===== config.mk =====
export PLATFORM = sky130hd
export DESIGN_NAME = mimo_split_flat
export DESIGN_NICKNAME = d
export VERILOG_FILES = /design/src/rtl/mimo_pkg.sv /design/src/rtl/mimo_split_if.sv /design/src/rtl/mimo_insert.sv /design/src/rtl/mimo_split.sv /design/src/flat_wrapper.sv
export SDC_FILE = /design/constraint.sdc
export NUM_CORES = 1
export LEC_CHECK = 0
export BUFFER_PORTS_ARGS = -buffer_cell sky130_fd_sc_hd__buf_2
export CAP_MARGIN = 5
export CORE_MARGIN = 2
export CORE_UTILIZATION = 61
export DETAILED_ROUTE_END_ITERATION = 12
export PLACE_DENSITY_LB_ADDON = 0.1
export SYNTH_ARGS = -nofsm -noshare
export SYNTH_HDL_FRONTEND = slang
export SYNTH_SLANG_ARGS = --single-unit
export TNS_END_PERCENT = 50

===== constraint.sdc =====
create_clock -name CLK -period 9.6 [get_ports CLK]
set_clock_uncertainty 0.15 [all_clocks]
set_input_delay 1.92 -clock CLK [delete_from_list [all_inputs] [get_ports CLK]]
set_output_delay 1.92 -clock CLK [all_outputs]
set_load 0.01 [all_outputs]

===== src/rtl/mimo_pkg.sv =====
// mimo_pkg: definitions shared by both gearbox directions (wide-to-narrow split
// and narrow-to-wide accumulate).
//   mimo_count_width : width of the valid-bit counter for a given pair of widths
//   mimo_params_ok   : legality of a (widthIn, widthOut) pair
package mimo_pkg;

  // The counter must hold 0..widthIn+widthOut inclusive.
  function automatic int mimo_count_width(input int width_in, input int width_out);
    return $clog2(width_in + width_out + 1);
  endfunction

  // The wide side must be at least as wide as the narrow side, and both non-empty.
  function automatic bit mimo_params_ok(input int width_in, input int width_out);
    return (width_in >= width_out) && (width_out >= 1);
  endfunction

endpackage


===== src/rtl/mimo_split_if.sv =====
// mimo_split_if: handshake bundle of the width-down gearbox.
//   enq_ena / enq_v / enq_rdy       : wide input word, accepted when enq_rdy=1
//   deq_ena / deq_rdy               : narrow output pop, honoured when deq_rdy=1
//   first / first_rdy               : current narrow output word and its valid
//   count                           : number of valid bits held
// Modports: slave = gearbox side, master = producer/consumer side.
interface mimo_split_if
  import mimo_pkg::*;
#(
  parameter int WIDTH_IN  = 128,
  parameter int WIDTH_OUT = 32,
  parameter int CW        = mimo_count_width(WIDTH_IN, WIDTH_OUT)
);
  logic                 enq_ena;
  logic [WIDTH_IN-1:0]  enq_v;
  logic                 enq_rdy;
  logic                 deq_ena;
  logic                 deq_rdy;
  logic [WIDTH_OUT-1:0] first;
  logic                 first_rdy;
  logic [CW-1:0]        count;

  modport slave (
    input  enq_ena, enq_v, deq_ena,
    output enq_rdy, deq_rdy, first, first_rdy, count
  );

  modport master (
    output enq_ena, enq_v, deq_ena,
    input  enq_rdy, deq_rdy, first, first_rdy, count
  );
endinterface


===== src/rtl/mimo_insert.sv =====
// mimo_insert: combinational next-buffer builder for MIMO gearboxes.
//   buf_i    : current buffer (valid bits in the low positions)
//   shift_i  : drop the low WIDTH_OUT bits (zero-fill at the top)
//   insert_i : write data_i into the (possibly shifted) buffer at pos_i
//   pos_i    : insert bit position, relative to the shifted buffer
//   data_i   : WIDTH_IN-bit word to insert
//   buf_o    : resulting buffer
// The insert overwrites exactly WIDTH_IN bits starting at pos_i; bits outside
// that window come from the shifted buffer unchanged.
module mimo_insert
  import mimo_pkg::*;
#(
  parameter int WIDTH_IN  = 128,
  parameter int WIDTH_OUT = 32,
  parameter int CW        = mimo_count_width(WIDTH_IN, WIDTH_OUT)
) (
  input  logic [WIDTH_IN+WIDTH_OUT-1:0] buf_i,
  input  logic                          shift_i,
  input  logic                          insert_i,
  input  logic [CW-1:0]                 pos_i,
  input  logic [WIDTH_IN-1:0]           data_i,
  output logic [WIDTH_IN+WIDTH_OUT-1:0] buf_o
);
  localparam int BW = WIDTH_IN + WIDTH_OUT;

  logic [BW-1:0] shifted;
  logic [BW-1:0] ins_data;
  logic [BW-1:0] ins_mask;

  always_comb begin
    shifted  = buf_i;
    ins_data = '0;
    ins_mask = '0;
    if (shift_i) begin
      shifted = buf_i >> WIDTH_OUT;
    end
    // Shift-based placement keeps the expression legal for any pos_i value;
    // callers only assert insert_i when pos_i + WIDTH_IN <= BW.
    if (insert_i) begin
      ins_data = {{WIDTH_OUT{1'b0}}, data_i} << pos_i;
      ins_mask = {{WIDTH_OUT{1'b0}}, {WIDTH_IN{1'b1}}} << pos_i;
    end
  end

  for (genvar gi = 0; gi < BW; gi++) begin : g_bit
    assign buf_o[gi] = ins_mask[gi] ? ins_data[gi] : shifted[gi];
  end

endmodule


===== src/rtl/mimo_split.sv =====
// mimo_split: width-down gearbox, WIDTH_IN-bit words in, WIDTH_OUT-bit words
// out, low bits first.
//   CLK : clock, rising edge
//   RST : synchronous active-high reset (clears buffer and count)
//   io  : mimo_split_if.slave handshake bundle
// Valid bits always sit at buffer_q[c_q-1:0]; everything above is zero, so a
// reset or drain never lets stale data resurface. Ready outputs depend only on
// registered state.
module mimo_split
  import mimo_pkg::*;
#(
  parameter int WIDTH_IN  = 128,
  parameter int WIDTH_OUT = 32
) (
  input  logic          CLK,
  input  logic          RST,
  mimo_split_if.slave   io
);
  localparam int BW = WIDTH_IN + WIDTH_OUT;
  localparam int CW = mimo_count_width(WIDTH_IN, WIDTH_OUT);
  localparam logic [CW-1:0] WI_C = CW'(WIDTH_IN);
  localparam logic [CW-1:0] WO_C = CW'(WIDTH_OUT);

  if (!mimo_params_ok(WIDTH_IN, WIDTH_OUT)) begin : g_param_check
    $error("mimo_split: WIDTH_IN >= WIDTH_OUT >= 1 required");
  end

  logic [BW-1:0] buffer_q, buffer_d;
  logic [CW-1:0] c_q, c_d;
  logic          enq_rdy, deq_rdy;
  logic          enq_fire, deq_fire;
  logic [CW-1:0] ins_pos;

  assign enq_rdy  = (c_q <= WO_C);
  assign deq_rdy  = (c_q >= WO_C);
  assign enq_fire = io.enq_ena & enq_rdy;
  assign deq_fire = io.deq_ena & deq_rdy;

  // When popping in the same cycle, the insert lands below the old fill level
  // by one output word, because the buffer shifts first.
  assign ins_pos = deq_fire ? (c_q - WO_C) : c_q;

  mimo_insert #(
    .WIDTH_IN  (WIDTH_IN),
    .WIDTH_OUT (WIDTH_OUT),
    .CW        (CW)
  ) u_insert (
    .buf_i    (buffer_q),
    .shift_i  (deq_fire),
    .insert_i (enq_fire),
    .pos_i    (ins_pos),
    .data_i   (io.enq_v),
    .buf_o    (buffer_d)
  );

  always_comb begin
    c_d = c_q;
    if (enq_fire) c_d = c_d + WI_C;
    if (deq_fire) c_d = c_d - WO_C;
  end

  always_ff @(posedge CLK) begin
    if (RST) begin
      buffer_q <= '0;
      c_q      <= '0;
    end else begin
      buffer_q <= buffer_d;
      c_q      <= c_d;
    end
  end

  assign io.enq_rdy   = enq_rdy;
  assign io.deq_rdy   = deq_rdy;
  assign io.first_rdy = deq_rdy;
  assign io.first     = buffer_q[WIDTH_OUT-1:0];
  assign io.count     = c_q;

endmodule

===== src/flat_wrapper.sv =====
// flat-port wrapper written by rule: the top's interface ports become plain ports
module mimo_split_flat import mimo_pkg::*;
#(
  parameter int WIDTH_IN  = 128,
  parameter int WIDTH_OUT = 32
)
  (CLK, RST, io_enq_ena, io_enq_v, io_deq_ena, io_enq_rdy, io_deq_rdy, io_first, io_first_rdy, io_count);
  mimo_split_if #(.WIDTH_IN(WIDTH_IN), .WIDTH_OUT(WIDTH_OUT)) io_i ();
  input  logic CLK;
  input  logic RST;
  input wire logic [$bits(io_i.enq_ena)-1:0] io_enq_ena;
  input wire logic [$bits(io_i.enq_v)-1:0] io_enq_v;
  input wire logic [$bits(io_i.deq_ena)-1:0] io_deq_ena;
  output wire logic [$bits(io_i.enq_rdy)-1:0] io_enq_rdy;
  output wire logic [$bits(io_i.deq_rdy)-1:0] io_deq_rdy;
  output wire logic [$bits(io_i.first)-1:0] io_first;
  output wire logic [$bits(io_i.first_rdy)-1:0] io_first_rdy;
  output wire logic [$bits(io_i.count)-1:0] io_count;
  assign io_i.enq_ena = io_enq_ena;
  assign io_i.enq_v = io_enq_v;
  assign io_i.deq_ena = io_deq_ena;
  assign io_enq_rdy = io_i.enq_rdy;
  assign io_deq_rdy = io_i.deq_rdy;
  assign io_first = io_i.first;
  assign io_first_rdy = io_i.first_rdy;
  assign io_count = io_i.count;
  mimo_split #(.WIDTH_IN(WIDTH_IN), .WIDTH_OUT(WIDTH_OUT)) u_core (.CLK(CLK), .RST(RST), .io(io_i));
endmodule

==> impl_results.md <==
* Status: finished, final reports clean
* Core area at roughly 0.016 sq mm
* Via count at between 9k and 10k
* Vias in the first global route at just over 9k
* Initial core utilization at 0.625
* Clock Sinks at 163
* DP Wirelength at around 16000 um
* Rows at 46
* Synthesized netlist cell count at ~1.2k
* First drt pass iteration count at 5
* Maximum clock path buffer count at 2
* Pwr dens at 215 mW/mm^2
* Root Driver: clkbuf_16
* Die Wd at between 100 and 150 um
* RSZ-0062 raised after global routing: no
* Synth Flop Type: dfxtp_1
* Tot GR Track Use at 0.322
* Yosys warns at 0
* P_leak at 4.15 nW
* Syn_area_per_cell at 8.32 sq um
* Sequential share of the synthesized area at 0.329
* Asr flop ratio synth at 0
* R2R Setup Slk at 5.14 ns
* Hold-fix buffers, CTS at 0
* Final ANT Viol Nets at 0
* Worst setup EP type: flop
* Worst setup SP type: input pin
* Hold crit path type: flop to flop
* Synth-to-layout area growth at 10.5%
* Synth Cell Area at slightly below 0.01 sq mm
* Hold WS at approximately 0.32 ns
* Crit Path Class: input pin to flop
* Pin count of the biggest net entering global routing at between 80 and 90
* CTS tree: yes
* CP Data Arrival Time at around 5 ns
* Number of synthesized flops with an enable pin at 0
* DR iter-0 viols at roughly 830
* Max Clock Freq at ~210 MHz
* Hold path cells at 2
* Routed wire per std cell at about 19 um
* Vias/cell at approximately 6.6
* Fraction of layout cells with a size suffix above 1 at 0.224
* Worst-path fanout max at 85
* #FFs+latches synth at 163
* IO Pins at approximately 180
* Max-cap violations at 0
* Max-slew violations at 0
* Slew margin rel. at 0.175
* Netlist cell types at 51
* Most frequent cells in the layout: nand2_1 (208), buf_2 (168), dfxtp_1 (163)
* First-pass GRT wire length at between 40000 and 50000 um
* Gpl congestion at about 0.8
* Data required time of the worst path at just under 10 ns
* Reg-to-Reg Start: u_core.io.count[6]
* Worst R2R Path Depth at 10
* Tmin final at roughly 4.9 ns
* Hold Vio Cnt, Final at 0
* # diodes at 0
* Final wirelength at between 20000 and 30000 um
* Initial antenna violation count at 0
* Worst skew pair latency at about 0.43 ns
* GR Overflow Total at 0
* Crit share post-route at 0.507
* Capture point of the worst reg-to-reg path: u_core.buffer_q[88]
* # setup viols final at 0
* Hold Startpoint: u_core.buffer_q[39]
* Die Area at between 0.015 and 0.02 sq mm
* Setup TNS at 0 ns
* Clock transition at path regs at ~0.07 ns
* Die H at 132 um
* H-tree levels at 4
* Setup Buffers After CTS at 0
* Final net count at around 1.4k
* Hold Path Sink: u_core.buffer_q[7]
* Slew @ Worst Pin at ~1.2 ns
* Most common cell after layout, fill and taps aside: nand2_1
* CTS resizes at 0
* Num CTS Buffers at 17
* Post-route DRC at 0
* Peak supply drop at about 0.17 mV
* Number of port buffers at 169
[routing by layer]
metal / track usage / vias to the layer above / part of all wire
met5: 0 / - / 0
met4: 0.150 / 0 / 0.028
met3: 0.0517 / 67 / 0.072
met2: 0.519 / 450 / 0.47
met1: 0.425 / 4586 / 0.43
li1: - / 4495 / -
[critical path: stages]
cell and delay (ns):
buf_2 0.14, o41ai_4 0.07, inv_2 0.09, ha_4 0.86
buf_4 0.84, o21ai_4 0.23, buf_4 0.36, a311oi_1 0.34
a311oi_1 0.09
[registers in the layout (all words and copies together), names as in the netlist]
name	count
u_core.buffer_q	160
u_core.io.count	3
[power by group]
part           leakage, nW  total (W)  switching (W)  internal, W
combinational         2.54   0.000824       0.000506     0.000318
sequential            1.34   0.000877      0.0000689     0.000808
clock                0.271   0.000653       0.000278     0.000374
total                 4.15    0.00235       0.000854      0.00150
[per-stage QoR]
step                      worst slack (ns)  utilization  cells  area, sq um  power, W
after global placement                4.43        0.655   1433        10400   0.00168
after detailed placement              4.33        0.655   1433        10400   0.00170
after floorplan                       5.38            -   1198         9940   0.00152
after global routing                  4.52        0.690   1465        11000   0.00248
final                                 4.73        0.690   1465        11000   0.00235
after CTS                             4.78        0.690   1465        11000   0.00235
[worst max path at each step]
| stage | from | end | slack (ns) |
|---|---|---|---|
| 2_1_floorplan | io_deq_ena | u_core.buffer_q[139] | 5.38 |
| 3_3_place_gp | io_deq_ena | u_core.buffer_q[87] | 4.43 |
| 3_5_place_dp | io_deq_ena | u_core.buffer_q[88] | 4.33 |
| 4_1_cts | io_deq_ena | u_core.buffer_q[88] | 4.78 |
| 5_1_grt | io_deq_ena | u_core.buffer_q[83] | 4.52 |
| 6_report | io_deq_ena | u_core.buffer_q[88] | 4.73 |
[final cells by class]
type | count | area [sq um]
Tap cell | 216 | 270
Clock inverter | 10 | 82.6
Timing Repair Buffer | 188 | 991
Fill cell | 1339 | 4920
Multi-Input combinational cell | 859 | 5860
Sequential cell | 163 | 3260
Inverter | 7 | 26.3
Clock buffer | 22 | 474
[cell families (layout without fill, tap and decap cells)]
| group | after synthesis | count (layout) | share of synthesized area |
|---|---|---|---|
| AND/OR/NAND/NOR | 474 | 474 | 0.215 |
| AO/OA/AOI/OAI | 302 | 302 | 0.247 |
| buffers and inverters | 176 | 227 | 0.0888 |
| flip-flops | 163 | 163 | 0.329 |
| multiplexers | 74 | 74 | 0.116 |
| adder cells (fa/ha/maj) | 3 | 3 | 0.00378 |
| other | 1 | 5 | 0.000378 |
| XOR/XNOR | 1 | 1 | 0.000882 |
[synth_stat cells, drive strengths merged (2+ instances only)]
library cell	number	area, sq um
o21ai	34	185
o31ai	2	28.8
nand3b	38	285
nor3	27	146
a2bb2oi	7	61.3
o2bb2ai	2	17.5
a31o	2	17.5
a221oi	11	103
a211oi	32	240
mux4	32	721
inv	7	26.3
nand2	209	787
a311oi	117	1020
a21oi	26	130
mux2i	33	330
dfxtp	163	3260
o221ai	31	272
a21o	7	52.6
nand3	41	210
mux2	9	101
buf	83	533
nor2b	32	200
nor2	123	462
o311a	23	230
clkbuf	86	323
ha	3	37.5
No activity file was read; power rests on OpenSTA's default activity.
